$ cat config.mk
export PLATFORM = sky130hd
export DESIGN_NAME = raifes_dm_hart_ctrl
export DESIGN_NICKNAME = d
export VERILOG_FILES = /design/src/rtl/raifes_dm_hart_ctrl.sv
export SDC_FILE = /design/constraint.sdc
export NUM_CORES = 1
export LEC_CHECK = 0
export BUFFER_PORTS_ARGS = -buffer_cell sky130_fd_sc_hd__buf_2
export CAP_MARGIN = 20
export CORE_MARGIN = 5
export CORE_UTILIZATION = 45
export DETAILED_ROUTE_END_ITERATION = 10
export MAX_ROUTING_LAYER = met4
export PLACE_DENSITY = 0.66
export SYNTH_ARGS = -nofsm -noshare
export SYNTH_HDL_FRONTEND = slang
export SYNTH_SLANG_ARGS = --single-unit
$ cat constraint.sdc
create_clock -name clk -period 2.1 [get_ports clk]
set_clock_uncertainty 0.05 [all_clocks]
set_input_delay 0.105 -clock clk [delete_from_list [all_inputs] [get_ports clk]]
set_output_delay 0.105 -clock clk [all_outputs]
set_load 0.02 [all_outputs]
$ cat src/rtl/raifes_dm_hart_ctrl.sv
// ---------------------------------------------------------------------------
// raifes_dm_hart_ctrl
// Debug Module hart-control stage. It sits directly upstream of the debug ROM
// status word. It turns the dmcontrol haltreq/resumereq levels and
// abstract-command writes into three things: the core halt request, and the
// two ROM handshakes (resume_req level and postexec_req pulse). It follows
// program-buffer execution until the ROM is re-entered, an exception is
// taken, or the timeout expires. It reports busy, cmderr and the dmstatus
// all* flags back to the DMI registers.
//
// Parameters
//   PROG_TIMEOUT    max cycles a postexec may spend in EXEC_WAIT + EXEC_RUN
//   CNT_W           timeout counter width (PROG_TIMEOUT < 2**CNT_W)
//
// Ports
//   clk             system clock
//   nreset          asynchronous active-low reset
//   haltreq         dmcontrol.haltreq level
//   resumereq       dmcontrol.resumereq level (acted on at its rising edge)
//   cmd_valid       one-cycle pulse: abstract command written
//   cmd_postexec    postexec bit of that command
//   cmderr_clr      one-cycle pulse: W1C of abstractcs.cmderr
//   rom_halted      ROM status[1], hart parked in the debug ROM
//   rom_resume_ack  ROM status[0], hart acknowledged the resume
//   rom_postexec    ROM status[2], postexec pending in the ROM
//   rom_entry       pulse: core fetched debug-ROM word 0
//   hart_exc        pulse: exception taken while in debug mode
//   dbg_haltreq     halt request to the core
//   resume_req      resume request level to the ROM
//   postexec_req    one-cycle pulse to the ROM, sets ROM status[2]
//   cmd_busy        abstractcs.busy
//   cmderr          abstractcs.cmderr (sticky, first error wins)
//   allhalted       dmstatus.allhalted
//   allrunning      dmstatus.allrunning
//   allresumeack    dmstatus.allresumeack (sticky)
// ---------------------------------------------------------------------------
module raifes_dm_hart_ctrl #(
   parameter int PROG_TIMEOUT = 1023,
   parameter int CNT_W        = 10
) (
   input  logic       clk,
   input  logic       nreset,
   input  logic       haltreq,
   input  logic       resumereq,
   input  logic       cmd_valid,
   input  logic       cmd_postexec,
   input  logic       cmderr_clr,
   input  logic       rom_halted,
   input  logic       rom_resume_ack,
   input  logic       rom_postexec,
   input  logic       rom_entry,
   input  logic       hart_exc,
   output logic       dbg_haltreq,
   output logic       resume_req,
   output logic       postexec_req,
   output logic       cmd_busy,
   output logic [2:0] cmderr,
   output logic       allhalted,
   output logic       allrunning,
   output logic       allresumeack
);

   typedef enum logic [2:0] {
      RUNNING,
      HALTING,
      HALTED,
      EXEC_WAIT,
      EXEC_RUN,
      RESUMING
   } state_t;

   state_t           state;
   logic [CNT_W-1:0] counter;
   logic             seen;
   logic             resumereq_q;
   logic             in_exec;
   logic             resume_rise;
   logic             timeout;
   logic [2:0]       new_err;

   // Decode the current state and inputs into the events the FSM and the
   // error register react to. Timeout fires on the edge where the counter
   // would reach PROG_TIMEOUT. A postexec therefore gets exactly
   // PROG_TIMEOUT cycles of busy before it is aborted. An exception or a
   // timeout outranks a command that collides with it. A command arriving
   // while the program buffer runs is reported as busy (1). A command in
   // any non-halted state is reported as halt/resume (4).
   always_comb begin
      in_exec     = (state == EXEC_WAIT) || (state == EXEC_RUN);
      resume_rise = resumereq & ~resumereq_q;
      timeout     = in_exec && (counter == CNT_W'(PROG_TIMEOUT - 1));
      new_err     = 3'd0;
      if (in_exec && (hart_exc || timeout)) begin
         new_err = 3'd3;
      end else if (cmd_valid && in_exec) begin
         new_err = 3'd1;
      end else if (cmd_valid && (state != HALTED)) begin
         new_err = 3'd4;
      end
   end

   // cmderr is sticky and keeps only the first error. A clear pulse zeroes
   // it. If a new error lands in the same cycle as the clear, the new error
   // is stored, so the clear can never hide a fresh failure.
   always_ff @(posedge clk or negedge nreset) begin
      if (!nreset) begin
         cmderr <= 3'd0;
      end else if ((new_err != 3'd0) && ((cmderr == 3'd0) || cmderr_clr)) begin
         cmderr <= new_err;
      end else if (cmderr_clr) begin
         cmderr <= 3'd0;
      end
   end

   // Main hart-control FSM. Every output is registered here and updated on
   // the same edge as the state change that implies it. The host therefore
   // never sees the state and the status flags disagree. postexec_req
   // defaults low, so it pulses for exactly the one cycle after a postexec
   // command is accepted. Reset drops straight back to RUNNING without a
   // pulse. A haltreq seen while resuming is simply not looked at until
   // RUNNING, which is what defers it.
   always_ff @(posedge clk or negedge nreset) begin
      if (!nreset) begin
         state        <= RUNNING;
         counter      <= '0;
         seen         <= 1'b0;
         resumereq_q  <= 1'b0;
         dbg_haltreq  <= 1'b0;
         resume_req   <= 1'b0;
         postexec_req <= 1'b0;
         cmd_busy     <= 1'b0;
         allhalted    <= 1'b0;
         allrunning   <= 1'b1;
         allresumeack <= 1'b0;
      end else begin
         resumereq_q  <= resumereq;
         postexec_req <= 1'b0;
         case (state)
            RUNNING: begin
               if (haltreq) begin
                  state       <= HALTING;
                  dbg_haltreq <= 1'b1;
               end else if (resume_rise) begin
                  allresumeack <= 1'b1;
               end
            end
            HALTING: begin
               if (rom_halted) begin
                  state       <= HALTED;
                  dbg_haltreq <= 1'b0;
                  allhalted   <= 1'b1;
                  allrunning  <= 1'b0;
               end
            end
            HALTED: begin
               if (!rom_halted) begin
                  state      <= RUNNING;
                  allhalted  <= 1'b0;
                  allrunning <= 1'b1;
               end else if (resume_rise && !haltreq) begin
                  state        <= RESUMING;
                  resume_req   <= 1'b1;
                  allresumeack <= 1'b0;
               end else if (cmd_valid && cmd_postexec && (cmderr == 3'd0)) begin
                  state        <= EXEC_WAIT;
                  cmd_busy     <= 1'b1;
                  postexec_req <= 1'b1;
                  counter      <= '0;
                  seen         <= 1'b0;
               end
            end
            EXEC_WAIT, EXEC_RUN: begin
               counter <= counter + 1'b1;
               if (hart_exc || timeout) begin
                  state    <= HALTED;
                  cmd_busy <= 1'b0;
               end else if (state == EXEC_WAIT) begin
                  if (rom_postexec) begin
                     seen <= 1'b1;
                  end else if (seen) begin
                     state <= EXEC_RUN;
                  end
               end else if (rom_entry) begin
                  state    <= HALTED;
                  cmd_busy <= 1'b0;
               end
            end
            RESUMING: begin
               if (rom_resume_ack) begin
                  state        <= RUNNING;
                  resume_req   <= 1'b0;
                  allresumeack <= 1'b1;
                  allhalted    <= 1'b0;
                  allrunning   <= 1'b1;
               end
            end
            default: begin
               state <= RUNNING;
            end
         endcase
      end
   end

endmodule
Word level (Yosys, flattened, before mapping):

Index checks and enable logic that the tools add are counted.

* register bits after elaboration: 25
* input bits: 12
* output and inout port bits: 10
* logic and storage cells: 128

* $add $sub $neg: 1
* equal/unequal tests: 26
* muxes and demuxes: 57
* bitwise gates (word level): 2
* reductions and logical operators: 30

Operators by type and width (count)
* $mux 3: 16
* $mux 10: 3
* $mux 1: 29
* $ne 2x2->1 const B: 13
* $pmux 10 s2: 1
* $ne 4x4->1 const B: 4
* $pmux 3 s5: 1
* $reduce_and 7->1: 2
* $reduce_and 4->1: 3
* $reduce_and 6->1: 2
* $add 10x1->10 const B: 1
* $eq 10x10->1 const B: 1
* $pmux 1 s3: 3
* $reduce_bool 3->1: 3
* $logic_and 1x1->1: 8
* $pmux 1 s2: 4
* $reduce_bool 2->1: 4
* $eq 3x2->1 const B: 2
* $eq 3x3->1 const B: 2
* $logic_not 3->1: 2
* $ne 3x3->1 const B: 2
* $eq 3x1->1 const B: 1
* $logic_or 1x1->1: 3
* $ne 3x2->1 const B: 1
* 5 further kinds: 5

Depth between registers and ports, before layout:

* word-level depth: 9
* gate-level depth with buffers: 6
* gate-level depth less buffers: 6

Least setup slack after synthesis:

OpenSTA, ideal clock, no wires.

* path kind: flip-flop to flip-flop
* from: reg state[0]
* to: reg counter[9]
* setup time: 78 ps
* data arrival time: 1518 ps
* required time: 1972 ps
* path slack: 454 ps
* stages on the path, launching flop included: 6
* buffers on the path: 1
* period minus slack after synthesis: 1646 ps
* cells stage by stage: dfrtp_1 buf_2 nor3b_4 nor2_4 or4_1 a21oi_1

* longest elaborated chain between the ends: 4
* elaborated cells on any way between the ends: 10
* classes of those cells: eq/ne: 6; mux: 1; reduce/logical: 3

RTL lines
* from (decl): line 72 `state_t state;`
* from (signal assigned): line 124 `state <= RUNNING;`
* from (signal assigned): line 141 `state <= HALTING;`
* from (signal assigned): line 149 `state <= HALTED;`
* $eq 3x2->1 or $eq 3x3->1 (tied branches): line 138 `case (state)`
* $reduce_or 2->1: line 138
* $reduce_bool 2->1 (no line)
* $reduce_and 4->1 (no line)
* to (signal assigned): line 173 `counter <= counter + 1'b1;`
* to (decl): line 73 `logic [CNT_W-1:0] counter;`

Parallel ways exist; a longest one is shown, timed or not.
A chain may end at the register's enable or synchronous reset.

Final worst setup path:

* from: reg state[1]
* to: reg counter[7]

The elaborated chain is that of the path after synthesis.

==> impl_summary.md <==
Run status
The flow ran to the end, and the final reports show no timing, DRC or antenna violations.

Timing
The final period demand of the worst path is 1.81 ns. The hold violation count in the final report came to 0. Setup repair after global routing left no endpoint under its margin. In the finished design, the share of the clock period the worst path needs comes to 86.2%.

At the pin with the least slew margin, the transition time is 0.546 ns. Summed over all failing endpoints, the final setup total negative slack is 0 ns. Headroom to the max-slew limit came out at 63.6%. The final number of setup-violating endpoints is 0. The peak clock frequency supported by timing is 553 MHz. The max-slew violation count came to 0.

The final hold slack is 0.0250 ns.

Clocking
The clock sink count is 25. TritonCTS built the clock tree. The later pin in the worst-skew pair is clocked with a latency of 0.32 ns.

The TritonCTS buffer count is 3. Counting along the longest clock path gives a buffer depth of 2. The cell sitting at the root of the clock tree is a sky130_fd_sc_hd__clkbuf_4. In this run the number of H-tree levels came out at 1. The clock-pin slew on the worst setup and hold paths is 0.14 ns.

Worst setup path
In this run the critical register-to-register path is launched from state[1]. The slowest library cell on the worst path is sky130_fd_sc_hd__dfrtp_1. The worst setup path is captured at a flop. The signal on the critical path passes through or3b_1, a2111oi_2, xnor2_1, nor2_1. By startpoint and endpoint, the worst setup path is classified as flop to flop. Broken down by cell family, the worst path's largest delay share belongs to flip-flops.

In this run the register-to-register setup slack is 0.29 ns. The critical path data arrival time is 1.98 ns. At the worst endpoint, the required time is 2.28 ns. The delay of the slowest cell on the worst path is 0.56 ns. The critical path launch point type is a flop. In this run the worst path has a maximum fanout of 14. Together, buffers and inverters on the worst path number 0.

The endpoint of the lowest-slack register-to-register path is counter[7]. The depth of the most critical reg-to-reg path is 4.

Hold path
The worst hold path terminates at cmderr[2]. The worst hold path class is input port to flop. The startpoint identified for the worst hold timing path is cmd_valid.

The worst hold path was traced through 3 stages.

Floorplanning
Once the floorplan was initialized, standard cells occupied 46.2% of the core. The total core area is 3030 um2. From bottom edge to top edge, the die measures 65.8 um. The floorplan row count is 20.

The floorplan step defined a die boundary enclosing 4320 um2. For this design the top-level I/O count stands at 22. The horizontal die dimension is 65.8 um.

Final layout
The filler cells instantiated in the layout total 292. Cells with a size suffix above 1 make up 19.4% of the layout. The area growth from synthesis to layout is 17.3%. Once layout is done, the placed cells without fillers occupy 1640 um2. The final cell count without fillers is 219. Registers take 627 um2. The number of antenna diodes in the final layout is 0.

After the last flow step, the layout net total stands at 190. Summing all multi-input logic gate instances after layout gives 708 um2.

Place
The global placement routability congestion is 0.843. The estimated wirelength of the detail-placed design is 2.24 mm. The total of buffers placed on input and output ports is 21. Once placement completed, the tool counted placed cells totaling 211.

The cell area after placement is 1570 um2.

Power
The completed layout was analyzed and its total power is 2.20 mW. Across the VDD grid, the largest voltage drop is 560 uV. The power density over the cells is 1340 nW/um2. The static power due to leakage is 0.709 nW.

Global routing
The number of global-route vias before repair is 1177. Summed over all layers, the global routing overflow is 0. The initial antenna violation count is 0. The pin count of the biggest net entering global routing is 26. The first-pass GRT wire length is 5.38 mm. The combined global-route utilization of all metal layers is 16.4%.

Synth
The number of nets produced by synthesis is 161. The number of synthesized register bits is 25. Summing every instance area after synthesis gives 1400 um2.

The post-synthesis cell count is 147. In this run, synthesis inferred 0 flip-flops with an integrated enable. The async set or reset register ratio after synthesis is 100%. The most used flip-flop cell after synthesis is sky130_fd_sc_hd__dfrtp_1. The fraction of the yosys area taken by sequential cells is 44.8%. The number of distinct library cells after synthesis is 44. The average footprint of a synthesized cell is 9.52 um2. The number of warning messages in the yosys log is 0.

Routing
In the routed design, unresolved DRC markers number 0. In the final routed layout, each cell accounts on average for 13.8 um. The count of nets left with antenna violations once routing finished came out at 0. The first-pass iteration count of the detailed router is 4. The sum of routed wire length over all layers is 3.03 mm. In the routed layout, each cell is associated on average with a via count of 5.42.

The total vias in the final route is 1187. The detailed router finished its first iteration with 72 violations.

Run
Across the run, the number of max-cap violations was 0.
## synth_stat cells (3+ instances only)
master / number / area share, %
sky130_fd_sc_hd__o22ai_1: 5 / 2.2
sky130_fd_sc_hd__o2111ai_1: 3 / 1.9
sky130_fd_sc_hd__o211ai_1: 3 / 1.6
sky130_fd_sc_hd__a21oi_1: 6 / 2.1
sky130_fd_sc_hd__mux2i_1: 3 / 2.1
sky130_fd_sc_hd__dfrtp_1: 24 / 43
sky130_fd_sc_hd__xor2_1: 5 / 3.1
sky130_fd_sc_hd__xnor2_1: 3 / 1.9
sky130_fd_sc_hd__inv_1: 10 / 2.7
sky130_fd_sc_hd__and4_1: 3 / 1.9
sky130_fd_sc_hd__and2_1: 4 / 1.8
sky130_fd_sc_hd__nand2_1: 12 / 3.2
sky130_fd_sc_hd__nand3_1: 6 / 2.1
sky130_fd_sc_hd__nor2_1: 12 / 3.2
sky130_fd_sc_hd__buf_2: 3 / 1.1
sky130_fd_sc_hd__clkbuf_1: 3 / 0.80
sky130_fd_sc_hd__o21ai_0: 7 / 2.5
sky130_fd_sc_hd__o21ai_1: 3 / 1.1
## worst max path at each step
stage,start,to,cells past startpoint
floorplan,state[0],counter[9],5
global placement,state[1],counter[7],4
detailed placement,state[1],counter[7],4
CTS,state[1],counter[7],4
global route,state[1],state[2],5
finish,state[1],counter[7],4
## through the flow
step,util [%],worst slack (ns)
floorplan,-,0.454
global placement,51.9,0.328
detailed placement,51.9,0.288
CTS,54.2,0.295
global route,54.2,0.157
finish,54.2,0.291
## layout by cell type, fill, tap and decap left out, types with 2 or more instances in the layout
master	synthesis	routed
sky130_fd_sc_hd__dfrtp_1	24	24
sky130_fd_sc_hd__buf_2	3	21
sky130_fd_sc_hd__nor2_1	12	12
sky130_fd_sc_hd__nand2_1	12	12
sky130_fd_sc_hd__inv_1	10	10
sky130_fd_sc_hd__o21ai_0	7	7
sky130_fd_sc_hd__a21oi_1	6	6
sky130_fd_sc_hd__nand3_1	6	6
sky130_fd_sc_hd__xor2_1	5	5
sky130_fd_sc_hd__o22ai_1	5	5
sky130_fd_sc_hd__buf_4	0	5
sky130_fd_sc_hd__and2_1	4	4
sky130_fd_sc_hd__dlygate4sd3_1	0	4
sky130_fd_sc_hd__and4_1	3	3
sky130_fd_sc_hd__o2111ai_1	3	3
sky130_fd_sc_hd__o21ai_1	3	3
sky130_fd_sc_hd__mux2i_1	3	3
sky130_fd_sc_hd__o211ai_1	3	3
sky130_fd_sc_hd__xnor2_1	3	3
sky130_fd_sc_hd__clkbuf_4	0	3
sky130_fd_sc_hd__nor3_1	2	2
sky130_fd_sc_hd__or3b_1	2	2
sky130_fd_sc_hd__nand3b_1	2	2
sky130_fd_sc_hd__nand2b_1	2	2
sky130_fd_sc_hd__a2bb2oi_1	2	2
sky130_fd_sc_hd__ha_1	2	2
## state kept, by name (all words and copies together), names as in the netlist
| signal | flops |
|---|---|
| cmd_busy | 1 |
| resumereq_q | 1 |
| counter | 10 |
| allresumeack | 1 |
| state | 3 |
| allrunning | 1 |
| resume_req | 1 |
| cmderr | 3 |
| seen | 1 |
| allhalted | 1 |
| postexec_req | 1 |
| dbg_haltreq | 1 |
## timing repair
action,CTS,global route
gates resized for setup,0,0
hold endpoints to repair,29,0
hold buffers,4,0
setup buffers,0,0
## logic make-up (layout without fill, tap and decap cells)
family,after synthesis,in the layout,share of synthesized area (%)
xor gates and xnor gates,8,8,5.01
DFF,25,25,44.8
and+or+nand+nor,51,51,20.9
adders and majority gates,2,2,1.79
AOI/OAI and AO/OA,42,42,20.8
muxes,3,3,2.15
buffers and inverters,16,44,4.56
## power by group
group	total, mW	switching (mW)	internal (mW)
Combinational	1.04	0.592	0.453
Clock	0.219	0.146	0.0728
Sequential	0.939	0.249	0.690
## worst min-delay path, stage by stage
cell	delay (ns)
sky130_fd_sc_hd__buf_2	0.11
sky130_fd_sc_hd__o21ai_0	0.07
sky130_fd_sc_hd__o32ai_1	0.08
## final cells by class
class | instances | share of cell area (%)
multi-input combinational | 106 | 43.2
sequential | 25 | 38.2
clock inverter | 1 | 0.458
tap | 44 | 3.36
timing repair buffer | 30 | 11.1
inverter | 10 | 2.29
clock buffer | 3 | 1.37
## layer usage
| layer | up-vias | share of wire (%) | routed length, um | global-route usage, % |
|---|---|---|---|---|
| li1 | 595 | - | - | - |
| met1 | 554 | 49 | 1480 | 22.6 |
| met2 | 34 | 45 | 1360 | 24.2 |
| met3 | 4 | 4.7 | 143 | 2.05 |
| met4 | 0 | 1.6 | 47 | 6.99 |
| met5 | - | 0 | 0 | - |
(Power assumes the default switching activity.)
